--- src/rtl/hazard_ctrl_if.sv ---
// hazard_ctrl_if -- bundle of hazard inputs and pipeline-control outputs
// shared between the decode/EX stages and hazard_ctrl.
//   master : the pipeline side; drives hazard inputs, reads controls
//   slave  : hazard_ctrl; reads hazard inputs, drives controls
// Inputs : id_valid, id_rs1, id_rs2, id_rs1_used, id_rs2_used, ex_valid,
//          ex_rd, ex_load, br_taken, mem_busy
// Outputs: pc_en, ifid_en, pipe_en, hazflush (active-low bubble), flush,
//          stall_cnt, flush_cnt, state
interface hazard_ctrl_if #(
  parameter int CNTW = 16
);
  logic            id_valid;
  logic [4:0]      id_rs1;
  logic [4:0]      id_rs2;
  logic            id_rs1_used;
  logic            id_rs2_used;
  logic            ex_valid;
  logic [4:0]      ex_rd;
  logic            ex_load;
  logic            br_taken;
  logic            mem_busy;
  logic            pc_en;
  logic            ifid_en;
  logic            pipe_en;
  logic            hazflush;
  logic            flush;
  logic [CNTW-1:0] stall_cnt;
  logic [CNTW-1:0] flush_cnt;
  logic [1:0]      state;

  modport master (
    output id_valid, id_rs1, id_rs2, id_rs1_used, id_rs2_used,
           ex_valid, ex_rd, ex_load, br_taken, mem_busy,
    input  pc_en, ifid_en, pipe_en, hazflush, flush,
           stall_cnt, flush_cnt, state
  );

  modport slave (
    input  id_valid, id_rs1, id_rs2, id_rs1_used, id_rs2_used,
           ex_valid, ex_rd, ex_load, br_taken, mem_busy,
    output pc_en, ifid_en, pipe_en, hazflush, flush,
           stall_cnt, flush_cnt, state
  );
endinterface

--- src/rtl/hazard_ctrl.sv ---
// hazard_ctrl -- pipeline sequencing controller for the five-stage RV32 core.
// Detects load-use hazards against EX, inserts bubbles, flushes wrong-path
// instructions on taken branches, freezes the pipe while data memory is busy
// and keeps saturating stall/flush event counters.
// Ports:
//   clk : core clock, rising edge
//   rst : synchronous active-low reset
//   hz  : hazard_ctrl_if.slave (hazard inputs in, pipeline controls out)
// Control outputs are Mealy: they react to the inputs in the same cycle.
module hazard_ctrl #(
  parameter int CNTW      = 16,
  parameter int LU_CYC    = 1,
  parameter int FLUSH_CYC = 1
) (
  input  logic          clk,
  input  logic          rst,
  hazard_ctrl_if.slave  hz
);

  localparam logic [1:0] RUN   = 2'd0;
  localparam logic [1:0] STALL = 2'd1;
  localparam logic [1:0] FLUSH = 2'd2;

  localparam logic [2:0] LU_LOAD  = 3'(LU_CYC - 1);
  localparam logic [2:0] FL_LOAD  = 3'(FLUSH_CYC - 1);
  localparam bit         LU_MULTI = (LU_CYC > 1);
  localparam bit         FL_MULTI = (FLUSH_CYC > 1);

  typedef enum logic [2:0] {
    M_NORMAL   = 3'd0,
    M_BUBBLE   = 3'd1,
    M_FLUSHING = 3'd2,
    M_FREEZE   = 3'd3,
    M_RESET    = 3'd4
  } mode_t;

  logic [1:0]      state;
  logic [1:0]      state_nxt;
  logic [2:0]      cnt;
  logic [2:0]      cnt_nxt;
  logic            pend_flush;
  logic            pend_nxt;
  logic            flush_inc;
  logic [CNTW-1:0] stall_cnt;
  logic [CNTW-1:0] flush_cnt;
  logic            luh;
  logic            flush_req;
  mode_t           mode;

  // Load-use hazard: a load in EX writes a register the ID instruction reads.
  always_comb begin
    luh = hz.id_valid & hz.ex_valid & hz.ex_load & (hz.ex_rd != 5'd0) &
          ((hz.id_rs1_used & (hz.id_rs1 == hz.ex_rd)) |
           (hz.id_rs2_used & (hz.id_rs2 == hz.ex_rd)));
    flush_req = hz.br_taken | pend_flush;
  end

  // Cycle mode selection: reset > mem_busy > flush request > load-use.
  always_comb begin
    mode = M_NORMAL;
    if (!rst) begin
      mode = M_RESET;
    end else if (hz.mem_busy) begin
      mode = M_FREEZE;
    end else begin
      case (state)
        RUN: begin
          if (flush_req) begin
            mode = M_FLUSHING;
          end else if (luh) begin
            mode = M_BUBBLE;
          end else begin
            mode = M_NORMAL;
          end
        end
        STALL: begin
          if (flush_req) begin
            mode = M_FLUSHING;
          end else begin
            mode = M_BUBBLE;
          end
        end
        // A new br_taken here targets an instruction already being killed.
        FLUSH:   mode = M_FLUSHING;
        default: mode = M_NORMAL;
      endcase
    end
  end

  // Next-state, sequence counter and pending-flush logic.
  always_comb begin
    state_nxt = state;
    cnt_nxt   = cnt;
    pend_nxt  = pend_flush;
    flush_inc = 1'b0;
    case (mode)
      M_RESET: begin
        state_nxt = RUN;
        cnt_nxt   = 3'd0;
        pend_nxt  = 1'b0;
      end
      M_FREEZE: begin
        // State and cnt hold; remember a branch resolved while frozen.
        if (hz.br_taken) begin
          pend_nxt = 1'b1;
        end else begin
          pend_nxt = pend_flush;
        end
      end
      M_FLUSHING: begin
        if (state == FLUSH) begin
          cnt_nxt = cnt - 3'd1;
          if (cnt == 3'd1) begin
            state_nxt = RUN;
          end else begin
            state_nxt = FLUSH;
          end
        end else begin
          pend_nxt  = 1'b0;
          flush_inc = 1'b1;
          if (FL_MULTI) begin
            state_nxt = FLUSH;
            cnt_nxt   = FL_LOAD;
          end else begin
            state_nxt = RUN;
            cnt_nxt   = 3'd0;
          end
        end
      end
      M_BUBBLE: begin
        if (state == STALL) begin
          cnt_nxt = cnt - 3'd1;
          if (cnt == 3'd1) begin
            state_nxt = RUN;
          end else begin
            state_nxt = STALL;
          end
        end else if (LU_MULTI) begin
          state_nxt = STALL;
          cnt_nxt   = LU_LOAD;
        end else begin
          state_nxt = RUN;
          cnt_nxt   = 3'd0;
        end
      end
      M_NORMAL: begin
        state_nxt = RUN;
        cnt_nxt   = 3'd0;
      end
      default: begin
        state_nxt = RUN;
        cnt_nxt   = 3'd0;
      end
    endcase
  end

  // State register, sequence counter and event counters.
  always_ff @(posedge clk) begin
    if (!rst) begin
      state      <= RUN;
      cnt        <= 3'd0;
      pend_flush <= 1'b0;
      stall_cnt  <= '0;
      flush_cnt  <= '0;
    end else begin
      state      <= state_nxt;
      cnt        <= cnt_nxt;
      pend_flush <= pend_nxt;
      if (((mode == M_BUBBLE) || (mode == M_FREEZE)) && (stall_cnt != '1)) begin
        stall_cnt <= stall_cnt + 1'b1;
      end else begin
        stall_cnt <= stall_cnt;
      end
      if (flush_inc && (flush_cnt != '1)) begin
        flush_cnt <= flush_cnt + 1'b1;
      end else begin
        flush_cnt <= flush_cnt;
      end
    end
  end

  // Pipeline control decode from the current cycle mode.
  always_comb begin
    hz.pc_en    = 1'b0;
    hz.ifid_en  = 1'b0;
    hz.pipe_en  = 1'b0;
    hz.hazflush = 1'b1;
    hz.flush    = 1'b0;
    case (mode)
      M_NORMAL: begin
        hz.pc_en   = 1'b1;
        hz.ifid_en = 1'b1;
        hz.pipe_en = 1'b1;
      end
      M_BUBBLE: begin
        hz.pipe_en  = 1'b1;
        hz.hazflush = 1'b0;
      end
      M_FLUSHING: begin
        hz.pc_en   = 1'b1;
        hz.ifid_en = 1'b1;
        hz.pipe_en = 1'b1;
        hz.flush   = 1'b1;
      end
      M_FREEZE: hz.pc_en = 1'b0;
      M_RESET:  hz.pc_en = 1'b0;
      default:  hz.pc_en = 1'b0;
    endcase
  end

  assign hz.stall_cnt = stall_cnt;
  assign hz.flush_cnt = flush_cnt;
  assign hz.state     = state;

endmodule

--- src/flat_wrapper.sv ---
// flat-port wrapper written by rule: the top's interface ports become plain ports
module hazard_ctrl_flat 
#(
  parameter int CNTW      = 16,
  parameter int LU_CYC    = 1,
  parameter int FLUSH_CYC = 1
)
  (clk, rst, hz_id_valid, hz_id_rs1, hz_id_rs2, hz_id_rs1_used, hz_id_rs2_used, hz_ex_valid, hz_ex_rd, hz_ex_load, hz_br_taken, hz_mem_busy, hz_pc_en, hz_ifid_en, hz_pipe_en, hz_hazflush, hz_flush, hz_stall_cnt, hz_flush_cnt, hz_state);
  hazard_ctrl_if #(.CNTW(CNTW)) hz_i ();
  input  logic clk;
  input  logic rst;
  input wire logic [$bits(hz_i.id_valid)-1:0] hz_id_valid;
  input wire logic [$bits(hz_i.id_rs1)-1:0] hz_id_rs1;
  input wire logic [$bits(hz_i.id_rs2)-1:0] hz_id_rs2;
  input wire logic [$bits(hz_i.id_rs1_used)-1:0] hz_id_rs1_used;
  input wire logic [$bits(hz_i.id_rs2_used)-1:0] hz_id_rs2_used;
  input wire logic [$bits(hz_i.ex_valid)-1:0] hz_ex_valid;
  input wire logic [$bits(hz_i.ex_rd)-1:0] hz_ex_rd;
  input wire logic [$bits(hz_i.ex_load)-1:0] hz_ex_load;
  input wire logic [$bits(hz_i.br_taken)-1:0] hz_br_taken;
  input wire logic [$bits(hz_i.mem_busy)-1:0] hz_mem_busy;
  output wire logic [$bits(hz_i.pc_en)-1:0] hz_pc_en;
  output wire logic [$bits(hz_i.ifid_en)-1:0] hz_ifid_en;
  output wire logic [$bits(hz_i.pipe_en)-1:0] hz_pipe_en;
  output wire logic [$bits(hz_i.hazflush)-1:0] hz_hazflush;
  output wire logic [$bits(hz_i.flush)-1:0] hz_flush;
  output wire logic [$bits(hz_i.stall_cnt)-1:0] hz_stall_cnt;
  output wire logic [$bits(hz_i.flush_cnt)-1:0] hz_flush_cnt;
  output wire logic [$bits(hz_i.state)-1:0] hz_state;
  assign hz_i.id_valid = hz_id_valid;
  assign hz_i.id_rs1 = hz_id_rs1;
  assign hz_i.id_rs2 = hz_id_rs2;
  assign hz_i.id_rs1_used = hz_id_rs1_used;
  assign hz_i.id_rs2_used = hz_id_rs2_used;
  assign hz_i.ex_valid = hz_ex_valid;
  assign hz_i.ex_rd = hz_ex_rd;
  assign hz_i.ex_load = hz_ex_load;
  assign hz_i.br_taken = hz_br_taken;
  assign hz_i.mem_busy = hz_mem_busy;
  assign hz_pc_en = hz_i.pc_en;
  assign hz_ifid_en = hz_i.ifid_en;
  assign hz_pipe_en = hz_i.pipe_en;
  assign hz_hazflush = hz_i.hazflush;
  assign hz_flush = hz_i.flush;
  assign hz_stall_cnt = hz_i.stall_cnt;
  assign hz_flush_cnt = hz_i.flush_cnt;
  assign hz_state = hz_i.state;
  hazard_ctrl #(.CNTW(CNTW), .LU_CYC(LU_CYC), .FLUSH_CYC(FLUSH_CYC)) u_core (.clk(clk), .rst(rst), .hz(hz_i));
endmodule
--- config.mk ---
export PLATFORM = sky130hd
export DESIGN_NAME = hazard_ctrl_flat
export DESIGN_NICKNAME = d
export VERILOG_FILES = /design/src/rtl/hazard_ctrl_if.sv /design/src/rtl/hazard_ctrl.sv /design/src/flat_wrapper.sv
export SDC_FILE = /design/constraint.sdc
export NUM_CORES = 1
export LEC_CHECK = 0
export ABC_AREA = 1
export BUFFER_PORTS_ARGS = -buffer_cell sky130_fd_sc_hd__buf_2
export CORE_ASPECT_RATIO = 0.7
export CORE_MARGIN = 8
export CORE_UTILIZATION = 55
export DETAILED_ROUTE_END_ITERATION = 10
export GPL_TIMING_DRIVEN = 0
export HOLD_SLACK_MARGIN = 0.08
export PLACE_DENSITY = 0.82
export SETUP_SLACK_MARGIN = 0.02
export SYNTH_ARGS = -nofsm -noshare
export SYNTH_HDL_FRONTEND = slang
export SYNTH_SLANG_ARGS = --single-unit
--- constraint.sdc ---
create_clock -name clk -period 4.7 [get_ports clk]
set_input_delay 0.94 -clock clk [delete_from_list [all_inputs] [get_ports clk]]
set_output_delay 0.94 -clock clk [all_outputs]
set_load 0.03 [all_outputs]
# Word-level counts from Yosys, hierarchy flattened
# Index checks and enable logic that the tools add are counted.
# word_totals
reg_bits	38
elab_cells	62
output_inout_bits	39
# classes
n_bitwise	8
n_mux	23
addsub	3
eq_ne	13
reduce_logical	10
# op_table
op	count
16-bit by 1-bit adder with 16-bit output, second input constant	2
16-bit inequality test, second input constant	2
3-bit case mux with 3 select lines	2
3-bit 2-to-1 mux	5
1-bit 2-to-1 mux	11
5-bit == test	2
1-bit AND	6
3-bit by 1-bit == test with 1-bit output, second input constant	2
3-bit by 2-bit == test with 1-bit output, second input constant	2
2-bit 2-to-1 mux	3
2-bit case mux with 3 select lines	1
5-bit nonzero test	1
2-bit inequality test, second input constant	2
3-bit == test, second input constant	1
3-bit zero test	1
1-bit case mux with 3 select lines	1
3-bit AND reduction	1
3-bit nonzero test	1
3-bit OR reduction	1
3-bit by 1-bit subtractor with 3-bit output, second input constant	1
2-bit by 1-bit == test with 1-bit output, second input constant	1
2-bit == test, second input constant	1
1-bit logical AND	2
2-bit zero test	1
other kinds (3)	4

# Logic depth before layout (Yosys ltp)
# Gate-level depths: netlist (run 1).
# depth
word_depth	12
ltp_mapped	16

# Worst setup path after synthesis (run 1)
# OpenSTA, ideal clock, no wires.
# synth_path
path_kind	in2out
startpoint	in hz_ex_rd[3]
endpoint	out hz_pc_en
path_stages	12
setup_slack_ps	1500
required_ps	3760
arrival_ps	2260
path_cell_list	inv_1 nand2_1 nand2_1 nor2_1 nand3_1 nand2_1 nand2_1 nand2_1 nand2_2 nand2_2 nor2_1 buf_4
# synth_via
elab_chain_len	12
word_cells_on_any_way	17
cone_classes	eq/ne: 3; mux: 6; bitwise: 5; reduce/logical: 3
# synth_lines
item	line_no	source
start, declared	flat_wrapper.sv:18	input wire logic [$bits(hz_i.ex_rd)-1:0] hz_ex_rd;
5-bit == test (on tied branches)	hazard_ctrl.sv:53, hazard_ctrl.sv:54	
1-bit AND (on tied branches)	hazard_ctrl.sv:53, hazard_ctrl.sv:54	
1-bit bitwise OR	hazard_ctrl.sv:53	((hz.id_rs1_used & (hz.id_rs1 == hz.ex_rd)) |
1-bit AND *	hazard_ctrl.sv:52	luh = hz.id_valid & hz.ex_valid & hz.ex_load & (hz.ex_rd != 5'd0) &
1-bit 2-to-1 mux *	hazard_ctrl.sv:70	end else if (luh) begin
3-bit 2-to-1 mux *	hazard_ctrl.sv:68	if (flush_req) begin
3-bit case mux with 3 select lines *	hazard_ctrl.sv:66	case (state)
3-bit 2-to-1 mux *	hazard_ctrl.sv:63	end else if (hz.mem_busy) begin
3-bit 2-to-1 mux *	hazard_ctrl.sv:61	if (!rst) begin
3-bit by 2-bit == test with 1-bit output / 3-bit zero test (equally long branches)	--	
2-bit OR reduction (no line) *	--	
1-bit 2-to-1 mux *	--	
end, declared	flat_wrapper.sv:22	output wire logic [$bits(hz_i.pc_en)-1:0] hz_pc_en;
# Mark *: on every way between the ends. The rest lies on a longest branch, timed or not.

# Worst setup path in the final report (run 1)
# layout_path
startpoint	in hz_ex_rd[3]
endpoint	out hz_hazflush
# layout_via
elab_chain_len	11
word_cells_on_any_way	15
cone_classes	eq/ne: 3; mux: 6; bitwise: 5; reduce/logical: 1
# layout_lines
item	line_no	source
5-bit == test (on tied branches)	hazard_ctrl.sv:53, hazard_ctrl.sv:54	
1-bit AND (on tied branches)	hazard_ctrl.sv:53, hazard_ctrl.sv:54	
1-bit bitwise OR	hazard_ctrl.sv:53	
1-bit AND *	hazard_ctrl.sv:52	
1-bit 2-to-1 mux *	hazard_ctrl.sv:70	
3-bit 2-to-1 mux *	hazard_ctrl.sv:68	
3-bit case mux with 3 select lines *	hazard_ctrl.sv:66	
3-bit 2-to-1 mux *	hazard_ctrl.sv:63	
3-bit 2-to-1 mux *	hazard_ctrl.sv:61	
3-bit by 1-bit == test with 1-bit output *	hazard_ctrl.sv:189	case (mode)
1-bit 2-to-1 mux *	hazard_ctrl.sv:189	
end, declared	flat_wrapper.sv:25	output wire logic [$bits(hz_i.hazflush)-1:0] hz_hazflush;
# Marks and branches as above.

==> results of run 1 <==
==> worst max-delay path, cell delays in order <==
cell      delay [ns]
buf_2           0.10
inv_1           0.10
nand2_1         0.07
nand2_1         0.06
nor2_1          0.04
nand3_1         0.06
nand2_1         0.05
nand2_1         0.06
nand2_1         0.06
nand2_2         0.09
nand2_2         0.07
nand2_2         0.08
clkinv_4        0.08
buf_6           0.15
nand2_1         0.09
buf_2           0.21
==> layer usage <==
metal | global-route usage, % | vias up | wire length (um)
li1 | - | 1395 | -
met1 | 24.5 | 1246 | 3210
met2 | 30.7 | 79 | 3080
met3 | 4.92 | 8 | 447
met4 | 6.52 | 0 | 65
met5 | 0 | - | 0
==> worst max-delay path by stage <==
stage                     start          end
global route        hz_ex_rd[3]  hz_hazflush
detailed placement  hz_ex_rd[3]  hz_hazflush
CTS                 hz_ex_rd[3]  hz_hazflush
global placement    hz_ex_rd[3]  hz_hazflush
finish              hz_ex_rd[3]  hz_hazflush
floorplan           hz_ex_rd[3]     hz_pc_en
==> power by group through the flow <==
stage	sequential [W]	clock (W)	combinational [W]
after detailed placement	0.000335	0	0.0000797
after CTS	0.000328	0.000241	0.0000798
after global placement	0.000335	0	0.0000781
final	0.000328	0.000237	0.0000801
after floorplan	0.000340	0	0.0000474
after global routing	0.000328	0.000256	0.0000892
==> area by class of cell <==
| cell class | count | area, um2 | share of cell area (%) |
|---|---|---|---|
| clock inverter | 1 | 5.00 | 0.165 |
| inverter | 55 | 211 | 6.99 |
| buffer | 13 | 85.1 | 2.81 |
| clock buffer | 7 | 86.3 | 2.85 |
| multi-input combinational | 287 | 1500 | 49.7 |
| timing repair buffer | 61 | 305 | 10.1 |
| tap | 55 | 68.8 | 2.27 |
| sequential | 38 | 761 | 25.1 |
==> state kept, by name (all words and copies together) (netlist names) <==
| signal | count |
|---|---|
| u_core.pend_flush | 1 |
| u_core.hz.stall_cnt | 16 |
| u_core.cnt | 3 |
| u_core.hz.flush_cnt | 16 |
| u_core.hz.state | 2 |
==> Yosys cell counts <==
master	count	area, um2
clkbuf_1	3	11.3
inv_1	48	180
nand2_1	91	342
o21bai_1	1	7.51
o21ai_0	14	70.1
nor2_4	2	22.5
nand2_2	4	25.0
nor3_1	8	40.0
buf_6	3	33.8
o22ai_1	2	12.5
nor3_4	1	16.3
a21oi_1	26	130
ha_1	4	50.1
nor3_2	3	30.0
nor4_1	2	12.5
nand4_1	9	56.3
xor2_1	18	158
buf_2	5	25.0
nand3b_1	2	15.0
clkinv_4	1	8.76
xnor2_1	8	70.1
a211oi_2	1	12.5
nand3_1	46	230
or2_1	1	6.26
nand2_4	2	22.5
nor2_2	3	18.8
inv_2	6	22.5
buf_4	2	15.0
nor2_1	38	143
nand4_2	1	12.5
dfxtp_1	38	761
==> cells by family (layout without fill, tap and decap cells) <==
kind of cell | Yosys count | count (layout) | synth area share [%]
AOI/OAI and AO/OA | 44 | 44 | 9.09
adders and majority gates | 4 | 4 | 1.96
and+or+nand+nor | 213 | 213 | 38.8
buffers and inverters | 68 | 137 | 11.6
xor gates and xnor gates | 26 | 26 | 8.90
DFF | 38 | 38 | 29.7
==> through the flow <==
step / instances / utilization (%)
2_1_floorplan: 393 / -
3_3_place_gp: 509 / 66.6
3_5_place_dp: 509 / 66.6
4_1_cts: 517 / 68.7
5_1_grt: 517 / 68.7
6_report: 517 / 68.7
==> results_dict.tcl, run 1 <==
set metrics [dict create \
    postCtsSetupBuffers 0 \
    relSlewSlack_pct 65.0 \
    antenna_found_initial 0 \
    drc 0 \
    finalCriticalPeriod_ns 3.26 \
    die_x_um 97.5 \
    antennaDiodeCount 0 \
    leakage_nw 1.38 \
    worstSetupPathType "in -> out" \
    first_pass_iters 5 \
    hpwl_um 5260 \
    power_w 0.000645 \
    critPathArrivalTime_ns 2.32 \
    status "complete, no violations" \
    fmax_ghz 0.306 \
    wire_per_inst_um 13.2 \
    grt_pass1_wl_um 11500 \
    fill_cells 408 \
    die_h_um 73.1 \
    drt-vias-per-instance 5.28 \
    grtUsageTotal_pct 19.2 \
    p_per_area_mw_per_mm2 213 \
    hold_depth 2 \
    drt_iter0_drc 177 \
    ys_seq_area_share_pct 29.7 \
    worst_slack_ns 1.44 \
    start_util_pct 58.1 \
    numCtsBuffers 5 \
    tightestPinTransition_ns 0.521 \
    tns_ns 0 \
    rsz0062_at_grt "no" \
    fin_nets 489 \
    final_cell_mix "nand2_1 (91), buf_2 (66), inv_1 (48), nand3_1 (46)" \
    synthCells 393 \
    dieArea_mm2 0.00713 \
    synth_warnings 0 \
    reg2reg_to "u_core.hz.flush_cnt[15]" \
    core-area_mm2 0.00440 \
    ff2ff_path_depth 9 \
    p_comb_share_pct 12.4 \
    max-cap-violations 0 \
    clock_skew_ns 0.00894 \
    ys_seq_elements 38 \
    finalInstanceArea_mm2 0.00303 \
    cts_buffer_depth 2 \
    drv_slew 0 \
    totalWireLength_um 6800 \
    cts_tree "built" \
    required_ns 3.76 \
    detail-route-antenna-nets 0 \
    hold_end "u_core.pend_flush" \
    place_area_mm2 0.00293 \
    synth.avg_cell_area_um2 6.51 \
    hp-class "reg -> reg" \
    holdWs_ns 0.447 \
    reg2reg_slack_ns 2.70 \
    layout-drive-gt1-share_pct 22.1 \
    overflow 0 \
    finalHoldViolations 0 \
    p_clk_share_pct 36.7 \
    vias 2728 \
    critPathLaunchType "input pin" \
    ctsResizeCount 0 \
    gp_congestion 0.929 \
    syn_to_final_growth_pct 18.2 \
    grt_max_degree 12 \
    h-tree-depth 2 \
    yosysUniqueCellTypes 31 \
    swShare_pct 27.1 \
    min-delay-start "u_core.pend_flush" \
    cts.sinks 38 \
    p_seq_share_pct 50.9 \
    end_kind "primary output" \
    period_share_pct 69.5 \
    ir_worst_vdd_uv 157 \
    hold_buffers 0 \
    setup_viol 0 \
    synthesis.nets 421 \
    cp_max_fo 10 \
    place_ws_ns 1.44 \
    layout_commonest_cell "nand2_1" \
    io_pins 63 \
    grt_pass1_vias 2521 \
    cts_root_buffer "clkbuf_8" \
    port-buffer-count 61 \
    clk_pin_slew_worst_paths_ns 0.08 \
    insertion_delay_ns 0.30 \
    worstReg2RegStart "u_core.hz.flush_cnt[0]" \
    p_int_w 0.000470 \
    netlist_area_mm2 0.00256 \
    rows 20 \
    p_sw_w 0.000175 \
]
Power figures use the tool's default switching activity.
==> inputs of run 2 (changes only) <==
--- a/config.mk
+++ b/config.mk
@@ -9,11 +9,11 @@
 export BUFFER_PORTS_ARGS = -buffer_cell sky130_fd_sc_hd__buf_2
 export CORE_ASPECT_RATIO = 0.7
 export CORE_MARGIN = 8
-export CORE_UTILIZATION = 55
+export CORE_UTILIZATION = 54
 export DETAILED_ROUTE_END_ITERATION = 10
 export GPL_TIMING_DRIVEN = 0
 export HOLD_SLACK_MARGIN = 0.08
-export PLACE_DENSITY = 0.82
+export PLACE_DENSITY = 0.81
 export SETUP_SLACK_MARGIN = 0.02
 export SYNTH_ARGS = -nofsm -noshare
 export SYNTH_HDL_FRONTEND = slang
==> constraint.sdc (replaced) <==
create_clock -name clk -period 3.14 [get_ports clk]
set_input_delay 0.628 -clock clk [delete_from_list [all_inputs] [get_ports clk]]
set_output_delay 0.628 -clock clk [all_outputs]
set_load 0.03 [all_outputs]
==> run 2 against run 1 <==
  * Core utilization shrank 3.0 points
  * Via count fell by 0.81%
  * Sequential share of layout area is 0.40 points lower
  * Critical path depth did not move
  * Clock power grew 120%
  * Largest power group is now the clock network
  * Global-route usage fell by 0.12 points
==> results_dict.tcl, run 2 (same netlist as run 1, synthesis figures left out) <==
set metrics [dict create \
    status "complete, no violations" \
    worstReg2RegStart "u_core.hz.flush_cnt[0]" \
    crit_cells 16 \
    layout-drive-gt1-share_pct 22.3 \
    cp_max_fo 10 \
    crit_family "simple AND/OR/NAND/NOR gates" \
    reg2reg_to "u_core.hz.flush_cnt[14]" \
    die_x_um 98.3 \
    fin_nets 489 \
    hp-class "reg -> reg" \
    rows 21 \
    grt_pass1_wl_um 11500 \
    finalNonFillerCells 519 \
    wire_per_inst_um 13.1 \
    h-tree-depth 2 \
    required_ns 2.51 \
    drv_slew 0 \
    drt-vias-per-instance 5.21 \
    clock_skew_ns 0.00286 \
    crit_top_cell "nand2_1" \
    layout_commonest_cell "nand2_1" \
    worstSetupPathType "in -> out" \
    critPathArrivalTime_ns 1.99 \
    finalHoldViolations 0 \
    ctsResizeCount 0 \
    cts.sinks 38 \
    grtUsageTotal_pct 19.1 \
    ff2ff_path_depth 8 \
    end_kind "primary output" \
    postCtsSetupBuffers 0 \
    setup_viol 0 \
    clk_pin_slew_worst_paths_ns 0.08 \
    cp_slowest_cell "buf_2" \
    finalCriticalPeriod_ns 2.62 \
    gp_congestion 0.899 \
    grt_pass1_vias 2528 \
    final_cell_mix "nand2_1 (91), buf_2 (66), inv_1 (48), nand3_1 (46)" \
    antennaDiodeCount 0 \
    ir_worst_vdd_uv 174 \
    grt_max_degree 14 \
    relSlewSlack_pct 68.4 \
    tns_ns 0 \
    core-area_mm2 0.00468 \
    drt_iter0_drc 177 \
    die_h_um 73.6 \
    hpwl_um 5160 \
    totalWireLength_um 6790 \
    worst-path-buf-inv 5 \
    numCtsBuffers 5 \
    cts_root_buffer "clkbuf_8" \
    p_per_area_mw_per_mm2 366 \
    cp_slowest_stage_delay_ns 0.20 \
    start_util_pct 54.7 \
    max-cap-violations 0 \
    cts_tree "built" \
    vias 2706 \
    critPathLaunchType "input pin" \
    rsz0062_at_grt "no" \
    drc 0 \
    io_pins 63 \
    reg.largest.list "u_core.hz.flush_cnt (16), u_core.hz.stall_cnt (16), u_core.cnt (3)" \
    cp-startpoint "hz_ex_rd[3]" \
    cts_buffer_depth 2 \
    utilization_pct 65.7 \
    syn_to_final_growth_pct 20.1 \
    overflow 0 \
    reg2reg_slack_ns 1.15 \
    period_share_pct 83.3 \
    dpl.cell_count 511 \
    detail-route-antenna-nets 0 \
    crit_end "hz_hazflush" \
    leakage_nw 1.40 \
    port-buffer-count 61 \
    fmax_ghz 0.382 \
    antenna_found_initial 0 \
    dieArea_mm2 0.00724 \
    tightestPinTransition_ns 0.470 \
    first_pass_iters 5 \
    path_cells "buf_2 -> inv_1 -> nand2_1 -> nand2_1 -> nor2_1 -> nand3_1 -> nand2_1 -> nand2_1 -> nand2_1 -> nand2_2 -> nand2_2 -> nand2_2 -> clkinv_4 -> buf_6 -> nand2_1 -> buf_2" \
    insertion_delay_ns 0.30 \
    hold_buffers 0 \
]
==> run 2: changes by cell type in the layout (fill, tap and decap cells not counted), sizes merged <==
cell and delta:
bufinv +2, clkbuf -2
==> run 2: routing by layer <==
layer	share of wire [%]	GRT usage, %
met1	47	24.6
met2	45	30.6
met3	7.4	4.45
met4	0.56	6.60
met5	0	0
==> run 2: worst min-delay path by stage <==
stage	to	start	slack, ns	cells after the start
2_1_floorplan	u_core.pend_flush	u_core.pend_flush	0.41	2
3_3_place_gp	u_core.pend_flush	u_core.pend_flush	0.43	2
3_5_place_dp	u_core.pend_flush	u_core.pend_flush	0.44	2
4_1_cts	u_core.pend_flush	u_core.pend_flush	0.45	2
5_1_grt	u_core.cnt[1]	u_core.cnt[1]	0.48	2
6_report	u_core.pend_flush	u_core.pend_flush	0.45	2
==> run 2: stage by stage <==
stage	total power, W	instance area, um2	hold slack (ns)	setup slack, ns
after detailed placement	0.000620	2940	0.437	0.530
final	0.00112	3070	0.447	0.524
after global placement	0.000618	2940	0.425	0.544
after floorplan	0.000579	2560	0.411	0.564
after global routing	0.00117	3070	0.483	0.365
after CTS	0.00114	3070	0.452	0.510
==> run 2: where the power goes <==
part           total [W]  internal, W  switching [W]
sequential      0.000490     0.000486     0.00000472
combinational   0.000119    0.0000408      0.0000779
clock           0.000515     0.000319       0.000196
==> run 2: worst reg2reg max path, stage by stage, from the launching register on <==
cell     delay, ns
dfxtp_1       0.40
ha_1          0.24
nand2_1       0.10
nor2_2        0.22
nand2_1       0.13
nor3_2        0.23
buf_2         0.28
o21ai_0       0.15
a21oi_1       0.16
==> run 2: final cells by class <==
class	count	area, um2
clock buffers	5	68.8
well taps	57	71.3
inverters	55	211
clock inverters	3	68.8
flip-flops and latches	38	761
plain buffers	13	85.1
multi-input cells	287	1500
fillers	450	1600
repair buffers	61	305
